$ cat config.mk
export PLATFORM = sky130hd
export DESIGN_NAME = mem_seq_master_flat
export DESIGN_NICKNAME = d
export VERILOG_FILES = /design/src/rtl/mem_seq_master_if.sv /design/src/rtl/mem_seq_master.sv /design/src/flat_wrapper.sv
export SDC_FILE = /design/constraint.sdc
export NUM_CORES = 1
export LEC_CHECK = 0
export ABC_AREA = 0
export BUFFER_PORTS_ARGS = -buffer_cell sky130_fd_sc_hd__buf_4
export CORE_MARGIN = 1
export CORE_UTILIZATION = 46
export DETAILED_ROUTE_END_ITERATION = 8
export HOLD_SLACK_MARGIN = 0.05
export PLACE_DENSITY = 0.76
export SLEW_MARGIN = 20
export SYNTH_ARGS = -nofsm -noshare
export SYNTH_HDL_FRONTEND = slang
export SYNTH_SLANG_ARGS = --single-unit
$ cat constraint.sdc
create_clock -name clk -period 2.1 [get_ports clk]
set_clock_uncertainty 0.2 [all_clocks]
set_input_delay 0.315 -clock clk [delete_from_list [all_inputs] [get_ports clk]]
set_output_delay 0.315 -clock clk [all_outputs]
set_load 0.01 [all_outputs]
$ cat src/rtl/mem_seq_master_if.sv
// Single-word memory handshake bus between the block sequencer and the memory wrapper.
// Latency: none, wires only.
// Backpressure: a four-phase start/done handshake. The master holds start until done rises, then waits for done to fall.
// Ports (master view): mem_start, mem_wr, mem_address, mem_data_in are outputs.
//                      mem_data_out and mem_done are inputs.
interface mem_seq_master_if #(
    parameter int ADDR_W = 8,
    parameter int DATA_W = 16
);
    logic              mem_start;
    logic              mem_wr;
    logic [ADDR_W-1:0] mem_address;
    logic [DATA_W-1:0] mem_data_in;
    logic [DATA_W-1:0] mem_data_out;
    logic              mem_done;

    modport master (
        output mem_start, mem_wr, mem_address, mem_data_in,
        input  mem_data_out, mem_done
    );

    modport slave (
        input  mem_start, mem_wr, mem_address, mem_data_in,
        output mem_data_out, mem_done
    );
endinterface

$ cat src/rtl/mem_seq_master.sv
// Block read/write sequencer. It turns one (addr, len, wr) command into len four-phase memory handshakes.
// Latency: 4 cycles/word for reads against a registered-done memory. Writes add at least 1 cycle to fetch each word.
// Backpressure: cmd_ready is high only in IDLE. wr_data_ready is high only while fetching. A phase stall longer than TIMEOUT aborts the command.
// Ports: clk/reset; a cmd_* command channel; a wr_data stream in; a rd_data stream out;
//        an xfer_done/xfer_err completion pulse; mem = memory bus (master modport).
module mem_seq_master #(
    parameter int ADDR_W  = 8,
    parameter int DATA_W  = 16,
    parameter int LEN_W   = 8,
    parameter int TIMEOUT = 64
) (
    input  logic              clk,
    input  logic              reset,
    input  logic              cmd_valid,
    output logic              cmd_ready,
    input  logic              cmd_wr,
    input  logic [ADDR_W-1:0] cmd_addr,
    input  logic [LEN_W-1:0]  cmd_len,
    input  logic [DATA_W-1:0] wr_data,
    input  logic              wr_data_valid,
    output logic              wr_data_ready,
    output logic [DATA_W-1:0] rd_data,
    output logic              rd_data_valid,
    output logic              xfer_done,
    output logic              xfer_err,
    mem_seq_master_if.master  mem
);
    localparam int CNT_W = (TIMEOUT > 2) ? $clog2(TIMEOUT) : 1;
    localparam logic [CNT_W-1:0] CNT_LAST = CNT_W'(TIMEOUT - 1);

    typedef enum logic [2:0] {ST_IDLE, ST_FETCH, ST_REQ, ST_RELEASE, ST_DONE} state_t;

    state_t            state_q, state_d;
    logic [ADDR_W-1:0] addr_q, addr_d;
    logic [LEN_W-1:0]  rem_q, rem_d;
    logic              wr_q, wr_d;
    logic [DATA_W-1:0] wdata_q, wdata_d;
    logic [DATA_W-1:0] rdata_q, rdata_d;
    logic              rvld_q, rvld_d;
    logic              done_q, done_d;
    logic              err_q, err_d;
    logic              err_pend_q, err_pend_d;
    logic [CNT_W-1:0]  cnt_q, cnt_d;
    logic              start_q, start_d;
    logic              cmd_rdy_q, cmd_rdy_d;
    logic              wr_rdy_q, wr_rdy_d;

    always_comb begin
        state_d    = state_q;
        addr_d     = addr_q;
        rem_d      = rem_q;
        wr_d       = wr_q;
        wdata_d    = wdata_q;
        rdata_d    = rdata_q;
        rvld_d     = 1'b0;
        err_pend_d = err_pend_q;
        cnt_d      = cnt_q;
        // The completion pulse is registered off the DONE state, so it appears
        // the cycle after DONE, together with the abort flag of this command.
        done_d     = (state_q == ST_DONE);
        err_d      = (state_q == ST_DONE) && err_pend_q;

        case (state_q)
            ST_IDLE: begin
                if (cmd_valid) begin
                    addr_d     = cmd_addr;
                    rem_d      = cmd_len;
                    wr_d       = cmd_wr;
                    err_pend_d = 1'b0;
                    cnt_d      = '0;
                    if (cmd_len == '0)  state_d = ST_DONE;
                    else if (cmd_wr)    state_d = ST_FETCH;
                    else                state_d = ST_REQ;
                end
            end
            ST_FETCH: begin
                if (wr_data_valid) begin
                    wdata_d = wr_data;
                    cnt_d   = '0;
                    state_d = ST_REQ;
                end
            end
            ST_REQ: begin
                if (mem.mem_done) begin
                    if (!wr_q) begin
                        rdata_d = mem.mem_data_out;
                        rvld_d  = 1'b1;
                    end
                    cnt_d   = '0;
                    state_d = ST_RELEASE;
                end else if (cnt_q == CNT_LAST) begin
                    err_pend_d = 1'b1;
                    state_d    = ST_DONE;
                end else begin
                    cnt_d = cnt_q + 1'b1;
                end
            end
            ST_RELEASE: begin
                if (!mem.mem_done) begin
                    addr_d = addr_q + 1'b1;   // natural wrap at 2^ADDR_W
                    rem_d  = rem_q - 1'b1;
                    cnt_d  = '0;
                    if (rem_q == LEN_W'(1)) state_d = ST_DONE;
                    else if (wr_q)          state_d = ST_FETCH;
                    else                    state_d = ST_REQ;
                end else if (cnt_q == CNT_LAST) begin
                    err_pend_d = 1'b1;
                    state_d    = ST_DONE;
                end else begin
                    cnt_d = cnt_q + 1'b1;
                end
            end
            ST_DONE: state_d = ST_IDLE;
            default: state_d = ST_IDLE;
        endcase

        // Status outputs are registered from the next state, so each one tracks the state exactly.
        start_d   = (state_d == ST_REQ);
        cmd_rdy_d = (state_d == ST_IDLE);
        wr_rdy_d  = (state_d == ST_FETCH);
    end

    always_ff @(posedge clk or posedge reset) begin
        if (reset) begin
            state_q    <= ST_IDLE;
            addr_q     <= '0;
            rem_q      <= '0;
            wr_q       <= 1'b0;
            wdata_q    <= '0;
            rdata_q    <= '0;
            rvld_q     <= 1'b0;
            done_q     <= 1'b0;
            err_q      <= 1'b0;
            err_pend_q <= 1'b0;
            cnt_q      <= '0;
            start_q    <= 1'b0;
            cmd_rdy_q  <= 1'b1;
            wr_rdy_q   <= 1'b0;
        end else begin
            state_q    <= state_d;
            addr_q     <= addr_d;
            rem_q      <= rem_d;
            wr_q       <= wr_d;
            wdata_q    <= wdata_d;
            rdata_q    <= rdata_d;
            rvld_q     <= rvld_d;
            done_q     <= done_d;
            err_q      <= err_d;
            err_pend_q <= err_pend_d;
            cnt_q      <= cnt_d;
            start_q    <= start_d;
            cmd_rdy_q  <= cmd_rdy_d;
            wr_rdy_q   <= wr_rdy_d;
        end
    end

    assign cmd_ready       = cmd_rdy_q;
    assign wr_data_ready   = wr_rdy_q;
    assign rd_data         = rdata_q;
    assign rd_data_valid   = rvld_q;
    assign xfer_done       = done_q;
    assign xfer_err        = err_q;
    assign mem.mem_start   = start_q;
    assign mem.mem_wr      = wr_q;
    assign mem.mem_address = addr_q;
    assign mem.mem_data_in = wdata_q;
endmodule

$ cat src/flat_wrapper.sv
// flat-port wrapper written by rule: the top's interface ports become plain ports
module mem_seq_master_flat 
#(
    parameter int ADDR_W  = 8,
    parameter int DATA_W  = 16,
    parameter int LEN_W   = 8,
    parameter int TIMEOUT = 64
)
  (clk, reset, cmd_valid, cmd_ready, cmd_wr, cmd_addr, cmd_len, wr_data, wr_data_valid, wr_data_ready, rd_data, rd_data_valid, xfer_done, xfer_err, mem_mem_start, mem_mem_wr, mem_mem_address, mem_mem_data_in, mem_mem_data_out, mem_mem_done);
  mem_seq_master_if #(.ADDR_W(ADDR_W), .DATA_W(DATA_W)) mem_i ();
  input  logic clk;
  input  logic reset;
  input  logic cmd_valid;
  output logic cmd_ready;
  input  logic cmd_wr;
  input  logic [ADDR_W-1:0] cmd_addr;
  input  logic [LEN_W-1:0] cmd_len;
  input  logic [DATA_W-1:0] wr_data;
  input  logic wr_data_valid;
  output logic wr_data_ready;
  output logic [DATA_W-1:0] rd_data;
  output logic rd_data_valid;
  output logic xfer_done;
  output logic xfer_err;
  output wire logic [$bits(mem_i.mem_start)-1:0] mem_mem_start;
  output wire logic [$bits(mem_i.mem_wr)-1:0] mem_mem_wr;
  output wire logic [$bits(mem_i.mem_address)-1:0] mem_mem_address;
  output wire logic [$bits(mem_i.mem_data_in)-1:0] mem_mem_data_in;
  input wire logic [$bits(mem_i.mem_data_out)-1:0] mem_mem_data_out;
  input wire logic [$bits(mem_i.mem_done)-1:0] mem_mem_done;
  assign mem_mem_start = mem_i.mem_start;
  assign mem_mem_wr = mem_i.mem_wr;
  assign mem_mem_address = mem_i.mem_address;
  assign mem_mem_data_in = mem_i.mem_data_in;
  assign mem_i.mem_data_out = mem_mem_data_out;
  assign mem_i.mem_done = mem_mem_done;
  mem_seq_master #(.ADDR_W(ADDR_W), .DATA_W(DATA_W), .LEN_W(LEN_W), .TIMEOUT(TIMEOUT)) u_core (.clk(clk), .reset(reset), .cmd_valid(cmd_valid), .cmd_ready(cmd_ready), .cmd_wr(cmd_wr), .cmd_addr(cmd_addr), .cmd_len(cmd_len), .wr_data(wr_data), .wr_data_valid(wr_data_valid), .wr_data_ready(wr_data_ready), .rd_data(rd_data), .rd_data_valid(rd_data_valid), .xfer_done(xfer_done), .xfer_err(xfer_err), .mem(mem_i));
endmodule
Yosys cells after proc, flatten, opt, wreduce, memory -nomap -nowiden
Index checks and enable logic that the tools add are counted.
W data, S select, Z words.

operators by class
  equality and inequality tests = 13
  reduce and logical (&&, ||, !) cells = 13
  bitwise logic cells = 1
  muxes and demuxes = 30
  $add $sub $neg = 3

operator list
  operator               count
  $mux W8                4
  $pmux W8 S2            2
  $mux W6                5
  $pmux W6 S4            1
  $mux W3                7
  $pmux W3 S4            1
  $ne A2 B2 Y1 const B   5
  $eq A3 B2 Y1 const B   3
  $reduce_and A3 Y1      3
  $add A8 B1 Y8 const B  1
  $eq A8 B1 Y1 const B   1
  $logic_not A8 Y1       1
  $sub A8 B1 Y8 const B  1
  $mux W1                7
  $add A6 B1 Y6 const B  1
  $eq A3 B1 Y1 const B   2
  $eq A6 B6 Y1 const B   1
  $logic_not A3 Y1       2
  $mux W2                2
  $reduce_and A2 Y1      2
  $reduce_and A4 Y1      1
  $reduce_bool A4 Y1     1
  $eq A3 B3 Y1 const B   1
  $pmux W1 S3            1
  other kinds (4)        4

storage, ports and cells
  bits in registers = 65
  input bits = 54
  logic and storage cells = 74
  output and inout bits = 47

Logic depth before layout (Yosys ltp)
Gate-level depths: netlist of run 1.

  depth in word-level cells = 5
  gate-level depth with buffers = 7
  gate-level depth less buffers = 7

Worst setup path after synthesis of run 1
Ideal clock, no wire load.

  path kind = register to register
  start point = reg u_core.cnt_q[0]
  end point = reg u_core.cnt_q[0]
  period minus slack after synthesis = 2128 ps
  arrival = 1848 ps
  setup slack = -28 ps
  stages on the path, launching flop included = 8
  path buffers = 1
  library setup time = 80 ps
  required time = 1820 ps
  cells stage by stage = dfrtp_1 -> ha_1 -> and3_4 -> and3_4 -> o311ai_1 -> or4_1 -> buf_6 -> o211ai_2

on the way
  cells in the longest elaborated chain, start to end = 4
  elaborated cells between the ends (all ways) = 6
  those cells by class = add/sub: 1; eq/ne: 1; mux: 4

RTL lines
  what                                           RTL line                                     RTL
  start: declaration                             mem_seq_master.sv:43                         logic [CNT_W-1:0] cnt_q, cnt_d;
  start signal: assignment                       mem_seq_master.sv:150                        cnt_q <= cnt_d;
  $add A6 B1 Y6 or $eq A6 B6 Y1 (tied branches)  -
  $mux W6 (*)                                    mem_seq_master.sv:91, mem_seq_master.sv:106
  $mux W6, on equally long branches              mem_seq_master.sv:99, mem_seq_master.sv:84
  $pmux W6 S4 (*)                                mem_seq_master.sv:63                         case (state_q)

Every way passes the cells marked *; elsewhere a longest branch is shown, timed or not.
A chain may end at the register's enable or synchronous reset.

Final worst setup path of run 1
  start point = reg u_core.cnt_q[1]
  end point = reg u_core.cnt_q[5]

The elaborated chain is that of the path after synthesis.

==> results of run 1 <==
## synthesized netlist by cell type (all sizes together)
cell,number,area (µm²)
nand2b,4,32.5
or2,1,6.26
or3b,2,20.0
buf,7,55.1
or4b,1,10.0
dfrtp,64,1600
and2,2,12.5
a22oi,3,22.5
a41oi,1,8.76
nand2,24,90.1
and3,7,53.8
o22ai,2,12.5
a31oi,6,37.5
a2bb2oi,1,8.76
nand4,1,6.26
and4b,1,10.0
o311ai,1,8.76
o21ai,24,120
o311a,2,21.3
a21oi,20,104
nor2b,1,6.26
or4,3,22.5
a31o,1,8.76
nor3,10,50.1
clkbuf,7,36.3
a21o,2,15.0
nor2,18,67.6
nor4bb,1,10.0
o211ai,4,45.1
nand3b,2,15.0
nor4,3,18.8
xor2,1,8.76
o2bb2ai,3,26.3
inv,10,37.5
nand3,9,50.1
a211o,1,8.76
dfstp,1,26.3
nor4b,2,23.8
ha,4,50.1
mux2,32,360
and3b,1,10.0
## worst max-delay path, delay by kind of cell, from the launching register on
family / cells / cell delay, ps
fa+ha+maj: 1 / 170
flops: 1 / 390
compound gates: 2 / 400
simple gates: 3 / 850
## registers in the layout (all words and copies together), names as in the netlist
signal and count:
u_core.mem.mem_data_in 16, u_core.rd_data 16, u_core.mem.mem_address 8, u_core.rem_q 8, u_core.cnt_q 6, u_core.state_q 3, u_core.cmd_ready 1, u_core.err_pend_q 1
u_core.mem.mem_start 1, u_core.mem.mem_wr 1, u_core.rd_data_valid 1, u_core.wr_data_ready 1, u_core.xfer_done 1, u_core.xfer_err 1
## layer usage
metal  GRT usage  vias up  share of wire
met1       0.279     1387           0.40
met3      0.0629       20          0.057
met4      0.0924        0          0.027
met5           0        -              0
li1            -     1374              -
met2       0.414       88           0.52
## layout by cell type (no fill, tap or decap), types with 2 or more instances in the layout
cell	netlist	routed
nor4_1	3	3
bufinv_16	0	2
nand3b_1	2	2
a22oi_1	3	3
nor3_1	10	9
a21o_1	2	2
mux2_2	32	32
nand2_1	24	24
inv_1	9	8
o22ai_1	2	2
o2bb2ai_1	3	3
and3_4	2	2
nand3_1	8	7
nor2_1	18	16
and3_1	5	5
nor2_2	0	2
a21oi_1	19	18
or4_4	0	2
buf_4	3	125
nand3_2	1	2
nand2b_1	3	3
clkbuf_8	1	10
o21ai_0	24	24
a31oi_1	6	6
o211ai_2	3	3
and2_1	2	2
a21oi_2	1	2
buf_12	0	2
clkinvlp_4	0	3
dfrtp_1	64	63
ha_1	4	3
dlygate4sd3_1	0	38
## metrics by stage
stage | instances | setup WS (ps) | utilization | instance area, µm² | power [W]
2_1_floorplan | 290 | -5.29 | - | 3150 | 0.00380
3_3_place_gp | 476 | -46.5 | 0.638 | 4120 | 0.00496
3_5_place_dp | 476 | -76.5 | 0.638 | 4120 | 0.00507
4_1_cts | 529 | 9.26 | 0.731 | 4720 | 0.00631
5_1_grt | 533 | -94.4 | 0.744 | 4810 | 0.00683
6_report | 533 | -6.31 | 0.744 | 4810 | 0.00640
## cell families (layout without fill, tap and decap cells)
group           Yosys count  in the layout
mux                      32             32
buf+inv                  24            190
fa+ha+maj                 4              4
xor+xnor                  1              1
flops                    65             65
simple gates             93             93
compound gates           71             71
## final timing paths
path | end | slack (ps) | from | cells past startpoint
worst min register to register | u_core.rem_q[7] | 290 | u_core.rem_q[7] | 1
worst max register to register | u_core.cnt_q[5] | -6 | u_core.cnt_q[1] | 6
worst max-delay path | u_core.cnt_q[5] | -6 | u_core.cnt_q[1] | 6
max in group asynchronous | u_core.state_q[0] | 770 | reset | 4
min in group asynchronous | u_core.mem.mem_data_in[4] | 360 | reset | 3
worst min-delay path | u_core.mem.mem_address[3] | 60 | cmd_addr[3] | 3
## what timing repair did
| action | CTS | global route |
|---|---|---|
| endpoints found under the setup margin | 7 | 11 |
| endpoints found under the hold margin | 56 | 0 |
| gates resized for setup | 1 | 10 |
| pin swaps | 0 | 2 |
| hold buffers | 38 | 0 |
| setup buffers | 0 | 4 |
## power groups by stage
stage	sequential, W	clock [W]	combinational (W)
6_report	0.00223	0.00116	0.00300
5_1_grt	0.00231	0.00125	0.00327
4_1_cts	0.00221	0.00118	0.00292
3_5_place_dp	0.00222	0	0.00285
3_3_place_gp	0.00219	0	0.00277
2_1_floorplan	0.00234	0	0.00146
## cell type report
| class | instances | area, µm² |
|---|---|---|
| sequential | 65 | 1630 |
| inverter | 10 | 41.3 |
| clock inverter | 5 | 80.1 |
| multi-input combinational | 201 | 1460 |
| tap | 77 | 96.3 |
| clock buffer | 10 | 138 |
| fill | 456 | 1650 |
| timing repair buffer | 165 | 1360 |
==> metrics.md, run 1 <==
| Metric | Value |
|---|---|
| Layout cells sized above 1 | 0.445 |
| HPWL Detailed | approximately 5200 µm |
| Clk pwr share | 0.181 |
| Inserted Clock Buffers | 9 |
| Initial antenna violation count | 0 |
| Tot GR Track Use | 0.237 |
| Post-synthesis simple-gate area fraction | 0.164 |
| RePlAce Congestion | between 0.8 and 0.9 |
| I/O pin count | between 100 and 150 |
| Hold WS | between 50 and 60 ps |
| Netlist cell types | 53 |
| Max_slew headroom | 0.607 |
| Largest net degree at the start of global routing | between 40 and 50 |
| Slowest stage cell, crit path | or4_4 |
| Initial Utilization | 0.486 |
| Port Buffers | 100 |
| Setup_tns | -6.31 ps |
| Mapped Cells | a little under 300 |
| Max IR drop VDD | ~0.88 mV |
| RSZ-0062 raised after global routing | yes |
| Violated checks | DRC, setup timing |
| DR pass1 iterations | 9 |
| Crit. End Element | register |
| Cell leakage power | about 2.2 nW |
| Clock Latency Late Sink | 340 ps |
| Synth warn | 0 |
| Final worst-path cycle share | 1.00 |
| Post-Synth Adder-Cell Area | 0.0159 |
| Final Hold Vio Count | 0 |
| Number of diodes | 0 |
| Core area | approximately 6500 µm² |
| Via count | between 2000 and 3000 |
| Setup Viol. Count Final | 1 |
| Clock transition at path regs | 70 ps |
| Switching share of power | 0.359 |
| P_int | roughly 0.0041 W |
| Worst-path cell chain | ha_4 -> and3_4 -> nand3_2 -> a31o_1 -> or4_4 -> a31oi_1 |
| Avg Synthesized Cell Area | about 11 µm² |
| Status | finished, violations left |
| Fmax | between 400 and 500 MHz |
| CP arrival | around 2200 ps |
| Sequential fraction of the synthesis area | 0.519 |
| P&R area growth vs syn | 53.1% |
| Post-synthesis register bit count | 65 |
| Clk root buf | clkbuf_8 |
| Die footprint | about 7200 µm² |
| Power Density | 1330 nW/µm² |
| Grt ovf | 0 |
| Die X | approximately 85 µm |
| Vias in the first global route | 2811 |
| DRC | 8 |
| HP Class | in2reg |
| Post-synthesis mux area share | 0.115 |
| Startpoint Class | register |
| Worst-Margin Slew | about 580 ps |
| Syn Nets | roughly 350 |
| Detail Route Antenna Nets | 0 |
| Final wirelength | between 8000 and 9000 µm |
| Kind of critical path | reg2reg |
| Max Cap Viol | 0 |
| Power share of the sequential group | 0.349 |
| Largest family of logic cells by synthesized area | simple AND/OR/NAND/NOR gates |
| Worst EP required | between 2000 and 2500 ps |
| DR vias/cell | 5.38 |
| Combinational share of power | 0.469 |
| Final Slew Violations | 0 |
| Switching power | 0.00230 W |
| Mapped cell area | 3140 µm² |
| Starting DRT DRC Count | around 120 |
| Setup WS post-layout | -6.31 ps |
| Synth Area in Compound Gates | 0.143 |
| Xor and xnor area share after synthesis | 0.00279 |
| Wirelength per Cell | between 15 and 20 µm |
| Clock Sinks | 65 |
| H-tree depth | 3 |
| Final Net Count | just over 500 |
| Critical path peak fanout | 7 |
| Critical Path Max Stage Delay | approximately 580 ps |
| Die Span Y | around 85 µm |
| CTS Buffer Depth | 2 |
| CTS tree | yes |
| Global-route wire length before repair | 13300 µm |
| Row count | 29 |
| Final worst path period need | roughly 2100 ps |
No activity file was read; power rests on OpenSTA's default activity.
==> run 2, diff against run 1 <==
--- a/config.mk
+++ b/config.mk
@@ -12,6 +12,7 @@
 export DETAILED_ROUTE_END_ITERATION = 8
 export HOLD_SLACK_MARGIN = 0.05
 export PLACE_DENSITY = 0.76
+export REMOVE_ABC_BUFFERS = 1
 export SLEW_MARGIN = 20
 export SYNTH_ARGS = -nofsm -noshare
 export SYNTH_HDL_FRONTEND = slang
==> run 2 against run 1 <==
Against the previous run:
- the run ends with DRC left
- die area is the same
- final cell count shrank 0.19%
- setup slack gained 13 ps
- largest power group unchanged
==> metrics.md, run 2 (same netlist as run 1, synthesis figures left out) <==
| Metric | Value |
|---|---|
| Flop-to-flop setup slack | 7 ps (about the same) |
| Final wirelength | 8430 µm (+5.1%) |
| Initial antenna violation count | 0 (unchanged) |
| Detail Route Antenna Nets | 0 (unchanged) |
| Final Slew Violations | 0 (unchanged) |
| P&R area growth vs syn | 51.6% |
| Final worst-path cycle share | 0.997 (-0.00617) |
| Worst-Margin Slew | 431 ps (-150 ps) |
| Starting DRT DRC Count | 144 (+19%) |
| Routing usage on met2 | 0.446 (+0.0325) |
| RSZ-0062 raised after global routing | yes |
| CP endpoint | u_core.cnt_q[4] |
| Die Span Y | 84.6 µm (unchanged) |
| Via count | 2901 (+1.1%) |
| Commonest non-fill, non-tap cells in the layout | buf_4 (122), dfrtp_1 (63), dlygate4sd3_1 (37) |
| Final Net Count | 508 (-0.39%) |
| Critical path peak fanout | 7 (unchanged) |
| Die X | 84.6 µm (unchanged) |
| GRT busiest layer | met2 |
| R2R Path Start | u_core.cnt_q[0] |
| Status | finished, violations left |
| Crit. End Element | register |
| Slowest stage cell, crit path | or4_4 |
| CP arrival | 2150 ps (about the same) |
| Tot GR Track Use | 0.248 (+0.0112) |
| H-tree depth | 3 (unchanged) |
| Setup Viol. Count Final | 0 (-1) |
| Worst-path cell chain | ha_2 -> and3_4 -> nand3_2 -> a31o_1 -> or4_4 -> a31oi_2 |
| Critical Path Max Stage Delay | 560 ps (-20 ps) |
| Launch point of the worst path | u_core.cnt_q[0] |
| GR Util met1 | 0.303 (+0.0237) |
| Final Hold Vio Count | 0 (unchanged) |
| Clock transition at path regs | 70 ps (about the same) |
| Clock Latency Late Sink | 330 ps (about the same) |
| Power Density | 1300 nW/µm² (-2.1%) |
| Clock Sinks | 65 (unchanged) |
| Port Buffers | 100 (unchanged) |
| CTS Buffer Depth | 2 (unchanged) |
| RePlAce Congestion | 0.804 (-4.7%) |
| Grt ovf | 0 (unchanged) |
| Largest net degree at the start of global routing | 66 (+43%) |
| I/O pin count | 101 (unchanged) |
| Vias in the first global route | 2851 (+1.4%) |
| Clk root buf | clkbuf_8 |
| Violated checks | DRC |
| Pre-CTS WS | -158 ps (-81.5 ps) |
| Startpoint Class | register |
| Initial Utilization | 0.486 (unchanged) |
| Core area | 6460 µm² (unchanged) |
| Number of diodes | 0 (unchanged) |
| DRC | 11 (+3) |
| DR vias/cell | 5.45 (+1.3%) |
| Kind of critical path | reg2reg |
| Row count | 29 (unchanged) |
| Worst EP required | 2150 ps (about the same) |
| Layout cells sized above 1 | 0.446 (+0.000978) |
| Max Cap Viol | 0 (unchanged) |
| Setup_tns | 0 ps (+6.31 ps) |
| HP Class | in2reg |
| Cell count of the worst reg-to-reg path | 6 (unchanged) |
| Wirelength per Cell | 15.9 µm (+5.3%) |
| GRT met3 Usage | 0.0393 (-0.0236) |
| Inserted Clock Buffers | 9 (unchanged) |
| Final worst path period need | 2090 ps (-13.0 ps) |
| Global-route wire length before repair | 13900 µm (+4.4%) |
| HPWL Detailed | 5580 µm (+7.0%) |
| Pwr Total | 0.00621 W (-3.1%) |
| Die footprint | 7160 µm² (unchanged) |
| CTS tree | yes |
| Max_slew headroom | 0.711 (+0.103) |
| Commonest non-fill, non-tap cell in the layout | buf_4 |
| WHS Path Cells | 3 (unchanged) |
| Hold WS | 62.9 ps (+5.66 ps) |
| Max IR drop VDD | 0.728 mV (-18%) |
| DR pass1 iterations | 6 (-3) |
| R2r endpoint | u_core.cnt_q[4] |
| Fmax | 478 MHz (+0.62%) |
| Cell leakage power | 2.19 nW (-0.89%) |
| Setup WS post-layout | 6.65 ps (+13.0 ps) |
[run 2: changes by cell type in the layout (fill, tap and decap cells not counted), sizes merged]
cell         before  now
clkbuf           10   13
bufinv            2    0
clkinvlp          3    1
buf             127  126
clkinv            1    2
dlygate4sd3      38   37
inv               9   10
[run 2: how the worst min path moves through the flow]
stage	slack, ps	endpoint	from
final	60	u_core.mem.mem_address[3]	cmd_addr[3]
after global routing	50	u_core.mem.mem_address[3]	cmd_addr[3]
after CTS	50	u_core.mem.mem_address[5]	cmd_addr[5]
after detailed placement	230	u_core.rd_data[3]	reset
after global placement	220	u_core.rd_data[11]	reset
after floorplan	240	u_core.err_pend_q	u_core.err_pend_q
[run 2: report_power, final]
group          internal (W)  total [W]  leakage (nW)  switching [W]
clock              0.000458   0.000915        0.0834       0.000457
combinational       0.00162    0.00304          1.31        0.00142
sequential          0.00180    0.00225         0.791       0.000445
total               0.00389    0.00621          2.19        0.00232
[run 2: timing repair]
item / 4_1_cts / 5_1_grt
buffers inserted: 1 / 3
endpoints found under the setup margin: 9 / 16
endpoints found under the hold margin: 100 / 0
hold buffers: 37 / 0
gates resized for setup: 3 / 14
pin swaps: 2 / 3
[run 2: final cells by class]
cell class | instances | area, µm²
clock buffer | 13 | 149
inverter | 10 | 37.5
timing repair buffer | 163 | 1360
clock inverter | 3 | 17.5
tap | 77 | 96.3
sequential | 65 | 1630
fill | 475 | 1700
multi-input combinational | 201 | 1470
[run 2: critical path: cells and delay by family, from the launching register on]
kind,cells,cell delay (ps)
adders and majority gates,1,200
DFF,1,360
AOI/OAI and AO/OA,2,410
and+or+nand+nor,3,850
[run 2: through the flow]
stage,cells,util,area (µm²)
2_1_floorplan,276,-,3050
3_3_place_gp,475,0.638,4120
3_5_place_dp,475,0.638,4120
4_1_cts,529,0.724,4670
5_1_grt,532,0.737,4760
6_report,532,0.737,4760
[run 2: routing by layer]
metal | wire (µm) | up-vias
li1 | - | 1378
met1 | 3540 | 1419
met2 | 4440 | 95
met3 | 363 | 9
met4 | 93 | 0
met5 | 0 | -
